## src/rtl/mmio_store_fifo.sv

```systemverilog
// Memory-mapped output FIFO snooping the CPU data-memory write path.
// Stores to IO_DATA_ADDR are queued and drained over valid/ready; IO_STAT_ADDR exposes status.
module mmio_store_fifo #(
  parameter int          DEPTH        = 4,
  parameter int          PTR_W        = 2,
  parameter logic [31:0] IO_DATA_ADDR = 32'h0000_00F8,
  parameter logic [31:0] IO_STAT_ADDR = 32'h0000_00FC
) (
  input  logic        clk,
  input  logic        rst,
  input  logic        mem_wr,
  input  logic [31:0] mem_addr,
  input  logic [31:0] mem_wdata,
  output logic [31:0] stat_rdata,
  output logic        io_hit,
  output logic        out_valid,
  output logic [31:0] out_data,
  input  logic        out_ready,
  output logic        full,
  output logic        ovf
);

  localparam logic [PTR_W-1:0] PTR_ONE  = PTR_W'(1);
  localparam logic [PTR_W:0]   CNT_ONE  = (PTR_W + 1)'(1);
  localparam logic [PTR_W:0]   CNT_FULL = (PTR_W + 1)'(DEPTH);

  logic [31:0]      mem_q [DEPTH];
  logic [31:0]      mem_d [DEPTH];
  logic [PTR_W-1:0] wr_ptr_q, wr_ptr_d;
  logic [PTR_W-1:0] rd_ptr_q, rd_ptr_d;
  logic [PTR_W:0]   count_q, count_d;
  logic             ovf_q, ovf_d;

  logic push_req;
  logic clr_req;
  logic pop;
  logic push_ok;

  assign io_hit    = (mem_addr == IO_DATA_ADDR) || (mem_addr == IO_STAT_ADDR);
  assign out_valid = (count_q != '0);
  assign out_data  = mem_q[rd_ptr_q];
  assign full      = (count_q == CNT_FULL);
  assign ovf       = ovf_q;

  always_comb begin
    stat_rdata      = '0;
    stat_rdata[4:0] = 5'(count_q);
    stat_rdata[6]   = full;
    stat_rdata[7]   = ovf_q;
  end

  // NOTE: every signal gets a default at the top of the block so no path leaves it unassigned, which would infer a latch.
  always_comb begin
    push_req = mem_wr && (mem_addr == IO_DATA_ADDR);
    clr_req  = mem_wr && (mem_addr == IO_STAT_ADDR);
    pop      = out_valid && out_ready;
    // A pop in the same cycle frees the slot, so a full FIFO still accepts the push.
    push_ok  = push_req && (!full || pop);

    mem_d    = mem_q;
    wr_ptr_d = wr_ptr_q;
    rd_ptr_d = rd_ptr_q;
    count_d  = count_q;
    ovf_d    = ovf_q;

    if (push_ok) begin
      mem_d[wr_ptr_q] = mem_wdata;
      wr_ptr_d        = wr_ptr_q + PTR_ONE;
    end
    if (pop) begin
      rd_ptr_d = rd_ptr_q + PTR_ONE;
    end

    unique case ({push_ok, pop})
      2'b10:   count_d = count_q + CNT_ONE;
      2'b01:   count_d = count_q - CNT_ONE;
      default: count_d = count_q;
    endcase

    // Clear first so a coincident drop takes priority.
    if (clr_req) begin
      ovf_d = 1'b0;
    end
    if (push_req && !push_ok) begin
      ovf_d = 1'b1;
    end
  end

  // NOTE: state updates use non-blocking assignments so all flops sample the same pre-edge values.
  always_ff @(posedge clk or negedge rst) begin
    if (!rst) begin
      // NOTE: storage is reset here because out_data exposes the head entry even when empty.
      for (int i = 0; i < DEPTH; i++) begin
        mem_q[i] <= '0;
      end
      wr_ptr_q <= '0;
      rd_ptr_q <= '0;
      count_q  <= '0;
      ovf_q    <= 1'b0;
    end else begin
      mem_q    <= mem_d;
      wr_ptr_q <= wr_ptr_d;
      rd_ptr_q <= rd_ptr_d;
      count_q  <= count_d;
      ovf_q    <= ovf_d;
    end
  end

endmodule

```

## config.mk

```make
export PLATFORM = sky130hd
export DESIGN_NAME = mmio_store_fifo
export DESIGN_NICKNAME = d
export VERILOG_FILES = /design/src/rtl/mmio_store_fifo.sv
export SDC_FILE = /design/constraint.sdc
export NUM_CORES = 1
export LEC_CHECK = 0
export ABC_AREA = 1
export BUFFER_PORTS_ARGS = -buffer_cell sky130_fd_sc_hd__buf_4
export CORE_UTILIZATION = 50
export CTS_CLUSTER_DIAMETER = 150
export DETAILED_ROUTE_END_ITERATION = 8
export MAX_ROUTING_LAYER = met4
export PLACE_DENSITY = 0.76
export SETUP_SLACK_MARGIN = 0.5
export SLEW_MARGIN = 5
export SYNTH_ARGS = -nofsm -noshare
export SYNTH_HDL_FRONTEND = slang
export SYNTH_SLANG_ARGS = --single-unit
export TNS_END_PERCENT = 50
```

## constraint.sdc

```tcl
create_clock -name clk -period 1.9 [get_ports clk]
set_input_delay 0.095 -clock clk [delete_from_list [all_inputs] [get_ports clk]]
set_output_delay 0.095 -clock clk [all_outputs]
set_load 0.005 [all_outputs]
```

==> impl_metrics.py, run 1 <==
metrics = {
    "die": {
        "die_y_um": 119,
        "start_util_pct": 51.5,
        "dieArea_sq_um": 14200,
        "core_area_sq_um": 13300,
        "placementRows": 42,
        "die_w_um": 119,
        "ios": 136,
    },
    "status": {
        "outcome": "finished with violations",
        "violations": "design-rule violations, negative setup slack",
    },
    "grt": {
        "grt_start_max_net_pins": 41,
        "grt_pass1_wl_mm": 36.3,
        "grt_overflow": 0,
        "track_usage_pct": 34.6,
        "antenna_found_initial": 0,
        "grt_pass1_vias": 6959,
    },
    "route": {
        "dr.first_iter.drc_count": 1055,
        "routedWlPerCell_um": 23.7,
        "ant_nets": 0,
        "first_pass_iters": 9,
        "drt_wl_total_mm": 29.7,
        "post_drt_via_cell_ratio": 6.28,
        "vias": 7880,
        "drc_errors": 1,
    },
    "clock_tree": {
        "numClockSinks": 136,
        "cts_tree": "built",
        "numCtsBuffers": 17,
        "cts.path.max_buffers": 2,
        "cts-root-buf": "clkbuf_16",
        "cts.clk_slew.worst_paths_ns": 0.07,
        "htreeDepth": 4,
        "clk_latency_ns": 0.45,
    },
    "logic_synthesis": {
        "ys_seq_area_share_pct": 49.5,
        "ys_types": 27,
        "yosysWarnings": 0,
        "avgSynthCellArea_sq_um": 7.81,
        "synth-seq-cells": 136,
        "syn_inst": 880,
        "syn_area_sq_um": 6880,
    },
    "place": {
        "dp.final_hpwl_mm": 11.0,
        "post-place-ws_ns": 0.0891,
        "dp_cells": 1132,
        "io_buffers": 108,
        "gp_congestion": 0.783,
        "dpl_cell_area_sq_um": 8030,
    },
    "finish": {
        "final_area_sq_um": 10900,
        "drive_gt1_share_pct": 37.4,
        "layout_common_cells": "266 x nand2_1, 134 x dfrtp_1, 133 x buf_4",
        "multi_input_area_sq_um": 3820,
        "antenna_cells": 0,
        "design.final.nets": 1139,
        "utilization_pct": 81.7,
        "synthToLayoutAreaGrowth_pct": 58.6,
        "fill_cells": 708,
        "fin_cells": 1254,
        "seqCellArea_sq_um": 3410,
        "layout_commonest_cell": "nand2_1",
    },
    "run": {
        "cap_violations": 0,
    },
    "timing": {
        "finalCritPeriodShare_pct": 115,
        "tightestPinTransition_ns": 0.682,
        "setup_viol": 11,
        "skew_ns": 0.0140,
        "layout_min_cycle_time_ns": 2.18,
        "fmax_ghz": 0.458,
        "setup_slack_ns": -0.282,
        "maxSlewViolCount": 0,
        "rsz0062_at_grt": "yes",
        "finalHoldViolCount": 0,
        "slew_headroom_pct": 54.1,
    },
    "worst_setup_path": {
        "critPathLaunchType": "register",
        "critPathRequiredTime_ns": 1.80,
        "crit_fanout": 24,
        "cpMaxStageDelayCell": "o21ai_0",
        "worst_setup_path_end_kind": "primary output",
        "slowest_delay_ns": 0.57,
        "worstPathArrival_ns": 2.09,
        "worstSetupPathType": "register to primary output",
        "cp_cell_sequence": "buf_12, o21ai_0, o22ai_2, buf_4",
    },
    "min_path": {
        "holdCritPathClass": "input port to register",
    },
    "pwr": {
        "vdd_ir_drop_max_mv": 0.828,
        "p_per_area_nw_per_um2": 1100,
        "cellLeakagePower_uw": 0.00533,
    },
}
-- final cells by class --
cell class / instances / share of cell area [%]
clock buffer: 18 / 4.03
clock inverter: 14 / 2.04
multi-input combinational: 653 / 35.0
inverter: 26 / 1.01
timing repair buffer: 231 / 24.7
sequential: 136 / 31.2
tap: 176 / 2.02
-- logic make-up (layout without fill, tap and decap cells) --
family / after synthesis / count (layout) / share of synthesized area, %
buf+inv: 117 / 289 / 9.33
simple gates: 513 / 513 / 31.3
other cells: 1 / 27 / 0.0545
compound gates: 103 / 103 / 8.10
flops: 136 / 136 / 49.5
xor+xnor: 4 / 4 / 0.510
fa+ha+maj: 6 / 6 / 1.20
-- stage by stage --
stage | hold slack, ns | setup TNS [ns] | total power, uW
floorplan | -0.201 | 0 | 4760
global placement | 0.0210 | 0 | 6330
detailed placement | 0.0227 | 0 | 6360
CTS | 0.0407 | 0 | 10500
global route | 0.110 | -1.42 | 12300
finish | 0.106 | -0.484 | 12000
-- cell usage after synthesis (all sizes together) --
library cell  number  area [sq um]
a21oi              1          5.00
a31oi              1          6.26
buf               55           409
clkbuf            36           135
clkinv             1          3.75
conb               1          3.75
dfrtp            136          3400
fa                 1          20.0
ha                 5          62.6
inv               25          93.8
nand2            282          1060
nand3            137           686
nand4              5          56.3
nor2              88           340
nor3               1          10.0
o21ai             69           345
o22ai             32           200
xnor2              1          8.76
xor2               3          26.3
-- worst paths after layout --
check | from | endpoint | slack [ns] | cells past startpoint
setup / recovery | rd_ptr_q[0]$_DFFE_PN0P_ | out_data[30] | -0.28 | 4
hold / removal | mem_wr | wr_ptr_q[0]$_DFFE_PN0P_ | 0.11 | 4
setup reg to reg | count_q[2]$_DFFE_PN0P_ | mem_q[60]$_DFFE_PN0P_ | -0.07 | 12
hold reg to reg | mem_q[82]$_DFFE_PN0P_ | mem_q[82]$_DFFE_PN0P_ | 0.48 | 2
max in group asynchronous | rst | mem_q[119]$_DFFE_PN0P_ | 1.13 | 3
min in group asynchronous | rst | mem_q[34]$_DFFE_PN0P_ | 0.14 | 2
-- metal layers --
| layer | track usage, % | share of wire [%] | wire length [um] | up-vias |
|---|---|---|---|---|
| met5 | - | 0 | 0 | - |
| met4 | 19.4 | 6.9 | 2040 | 0 |
| met3 | 7.28 | 13 | 3770 | 229 |
| met2 | 54.9 | 46 | 13800 | 732 |
| met1 | 41.0 | 34 | 10100 | 3697 |
| li1 | - | - | - | 3222 |
-- where the power goes --
group	switching, uW	internal [uW]	leakage (uW)	total, uW
clock	1420	2370	0.000305	3790
combinational	2660	2480	0.00314	5140
sequential	101	2960	0.00188	3060
-- registers in the layout, indices dropped and copies added, names as in the netlist --
signal / flops
mem_q: 128
count_q: 3
rd_ptr_q: 2
wr_ptr_q: 2
ovf: 1
-- repair_timing --
action / in CTS / in global routing
endpoints found under the setup margin: 165 / 167
buffers inserted: 12 / 12
hold endpoints to repair: 265 / 0
hold buffers: 34 / 0
gates resized for setup: 66 / 155
gates cloned: 16 / 16
pin swaps: 11 / 38
-- critical path: cells and delay by family (launching register included) --
kind,cells,cell delay [ns]
flops,1,0.50
compound gates,2,0.77
buf+inv,2,0.38
Note: power is estimated with default switching activity, not from simulation.
==> inputs of run 2 (changes only) <==
--- a/config.mk
+++ b/config.mk
@@ -5,13 +5,13 @@
 export SDC_FILE = /design/constraint.sdc
 export NUM_CORES = 1
 export LEC_CHECK = 0
-export ABC_AREA = 1
 export BUFFER_PORTS_ARGS = -buffer_cell sky130_fd_sc_hd__buf_4
+export CORE_MARGIN = 4
 export CORE_UTILIZATION = 50
 export CTS_CLUSTER_DIAMETER = 150
 export DETAILED_ROUTE_END_ITERATION = 8
 export MAX_ROUTING_LAYER = met4
-export PLACE_DENSITY = 0.76
+export PLACE_DENSITY = 0.77
 export SETUP_SLACK_MARGIN = 0.5
 export SLEW_MARGIN = 5
 export SYNTH_ARGS = -nofsm -noshare
==> impl_metrics.py, run 2 <==
metrics = {
    "die": {
        "core_area_sq_um": 12700,
        "die_y_um": 123,
        "start_util_pct": 51.5,
        "placementRows": 41,
        "dieArea_sq_um": 15000,
        "ios": 136,
        "die_w_um": 123,
    },
    "logic_synthesis": {
        "ys_seq_area_share_pct": 51.9,
        "synth-async-reset-ratio_pct": 100,
        "yosysWarnings": 0,
        "yosys.area.top_type": "dfrtp_1",
        "synth_top_family_by_area": "multiplexers",
        "syn_area_sq_um": 6560,
        "yosysTopAreaCellShare_pct": 51.9,
        "synth-edff-count": 0,
        "synth_compound_area_share_pct": 0.134,
        "synthSimpleGateAreaFrac_pct": 4.16,
        "synth-seq-cells": 136,
        "ys_types": 33,
        "synthXorXnorAreaFrac_pct": 0.802,
        "synth_mux_area_share_pct": 35.0,
        "synth_common_cells": "136 x dfrtp_1, 97 x mux2_2, 32 x mux4_2",
        "yosys-top-cells-area": "dfrtp_1 52%, mux2_2 17%, mux4_2 11%",
        "syn_inst": 397,
        "yosysMostFrequentCell": "dfrtp_1",
        "synthAdderAreaFrac_pct": 1.26,
        "avgSynthCellArea_sq_um": 16.5,
        "yosys_most_used_dff": "dfrtp_1",
    },
    "timing": {
        "skew_ns": 0.0109,
        "tns_ns": -18.66,
        "slew_headroom_pct": 60.3,
        "maxSlewViolCount": 0,
        "finalCritPeriodShare_pct": 113,
        "fmax_ghz": 0.464,
        "setup_viol": 127,
        "layout_min_cycle_time_ns": 2.15,
        "finalHoldViolCount": 0,
        "rsz0062_at_grt": "yes",
        "setup_slack_ns": -0.255,
        "tightestPinTransition_ns": 0.596,
    },
    "grt": {
        "grt_overflow": 0,
        "track_usage_pct": 24.2,
        "grt_pass1_wl_mm": 26.2,
        "grt_start_max_net_pins": 64,
        "grt_pass1_vias": 4687,
        "antenna_found_initial": 1,
    },
    "place": {
        "dp.final_hpwl_mm": 9.02,
        "gp_congestion": 0.736,
        "dpl_cell_area_sq_um": 7750,
        "post-place-ws_ns": -0.291,
        "io_buffers": 108,
    },
    "run": {
        "cap_violations": 0,
    },
    "pwr": {
        "cellLeakagePower_uw": 0.00468,
        "total_power_uw": 8380,
        "power.internal_uw": 6260,
        "switching_share_pct": 25.3,
        "clockPowerShare_pct": 44.9,
        "p_per_area_nw_per_um2": 862,
        "p_seq_share_pct": 36.3,
        "p_comb_share_pct": 18.8,
        "vdd_ir_drop_max_mv": 0.658,
        "p_switching_uw": 2120,
    },
    "worst_setup_path": {
        "critPathRequiredTime_ns": 2.21,
        "cp_cell_sequence": "nor4b_4, or3b_4, buf_4, nor4_4, buf_4, buf_6, buf_12, mux2_4",
        "worst_setup_path_end_kind": "register",
        "path_common_cell": "buf_4",
        "slowest_delay_ns": 0.44,
        "crit_fanout": 6,
        "critPathLaunchType": "register",
        "worstSetupPathType": "register to register",
        "worstPathArrival_ns": 2.46,
        "cp_top_family": "simple AND/OR/NAND/NOR gates",
        "crit_start": "count_q[2]$_DFFE_PN0P_",
        "cpMaxStageDelayCell": "or3b_4",
        "r2r_start": "count_q[2]$_DFFE_PN0P_",
        "crit_buf_inv": 4,
    },
    "clock_tree": {
        "htreeDepth": 4,
        "numCtsBuffers": 17,
        "cts.path.max_buffers": 2,
        "numClockSinks": 136,
        "clk_latency_ns": 0.43,
        "cts_tree": "built",
        "cts-root-buf": "clkbuf_16",
        "cts.clk_slew.worst_paths_ns": 0.06,
    },
    "finish": {
        "final_area_sq_um": 9720,
        "drive_gt1_share_pct": 64.1,
        "seqCellArea_sq_um": 3410,
        "layout_commonest_cell": "dfrtp_1",
        "synthToLayoutAreaGrowth_pct": 48.3,
        "design.final.nets": 668,
        "top_register": "mem_q",
        "largest_reg_flops": 128,
        "reg_top3": "mem_q: 128 flops, count_q: 3 flops",
        "fill_cells": 744,
        "multi_input_area_sq_um": 3290,
        "layout_common_cells": "134 x dfrtp_1, 121 x mux2_4, 102 x buf_4",
    },
    "route": {
        "vias": 4188,
        "routedWlPerCell_um": 22.1,
        "first_pass_iters": 4,
        "drc_errors": 0,
        "drt_wl_total_mm": 17.3,
        "post_drt_via_cell_ratio": 5.37,
        "ant_nets": 0,
        "dr.first_iter.drc_count": 264,
    },
    "status": {
        "violations": "negative setup slack",
        "outcome": "finished with violations",
    },
    "min_path": {
        "holdCritPathClass": "input port to register",
        "worstHoldStart": "mem_wr",
    },
}
run 2: logic make-up (layout without fill, tap and decap cells):
| group | Yosys count | in the layout |
|---|---|---|
| multiplexers | 162 | 162 |
| flip-flops | 136 | 136 |
| XOR/XNOR | 6 | 6 |
| AND/OR/NAND/NOR | 26 | 26 |
| other | 1 | 28 |
| buffers and inverters | 59 | 243 |
| adder cells (fa/ha/maj) | 6 | 6 |
| AO/OA/AOI/OAI | 1 | 1 |
run 2: path summary, 6_finish.rpt:
path                       depth (start not counted)  slack [ns]                     to
max                                                8       -0.25  mem_q[63]$_DFFE_PN0P_
min in group asynchronous                          2        0.23  mem_q[75]$_DFFE_PN0P_
min reg2reg                                        1        0.50  mem_q[71]$_DFFE_PN0P_
min                                                4        0.06        ovf$_DFFE_PN0P_
max reg2reg                                        8       -0.25  mem_q[63]$_DFFE_PN0P_
max in group asynchronous                          3        0.90  mem_q[90]$_DFFE_PN0P_
run 2: power by group through the flow:
stage                     Clock [uW]  Sequential [uW]  Combinational, uW
after floorplan                    0             3060                823
after global placement             0             3090               1360
after detailed placement           0             3090               1380
after CTS                       3760             3040               1570
after global routing            3940             3050               1700
final                           3760             3040               1580
run 2: metrics by stage:
| stage | hold WS [ns] | utilization (%) | instances |
|---|---|---|---|
| 6_report | 0.0569 | 76.4 | 780 |
| 5_1_grt | 0.0714 | 76.4 | 780 |
| 4_1_cts | 0.0360 | 75.3 | 772 |
| 3_5_place_dp | 0.122 | 60.9 | 680 |
| 3_3_place_gp | 0.114 | 60.9 | 680 |
| 2_1_floorplan | -0.201 | - | 423 |
run 2: repair_timing:
action / CTS / global route
hold buffers: 35 / 0
endpoints found under the hold margin: 188 / 0
gates cloned: 8 / 3
resized for setup: 113 / 14
endpoints found under the setup margin: 171 / 172
pin swaps: 13 / 5
buffers inserted: 17 / 4
run 2: routing by layer:
layer	track usage, %	vias up	part of all wire, %
met5	-	-	0
met4	8.19	0	1.3
met3	4.93	19	5.3
met2	37.7	161	51
met1	32.1	2207	42
li1	-	1801	-
run 2: layout make-up:
class / instances / share of cell area (%)
flip-flops and latches: 136 / 35.0
multi-input cells: 228 / 33.8
repair buffers: 201 / 21.6
clock buffers: 21 / 4.94
well taps: 172 / 2.21
clock inverters: 11 / 1.98
inverters: 10 / 0.386
diodes: 1 / 0.0257
run 2: worst reg2reg max path, stage by stage, from the launching register on:
cell     delay, ns
dfrtp_1       0.37
nor4b_4       0.14
or3b_4        0.44
buf_4         0.17
nor4_4        0.18
buf_4         0.19
buf_6         0.11
buf_12        0.13
mux2_4        0.31
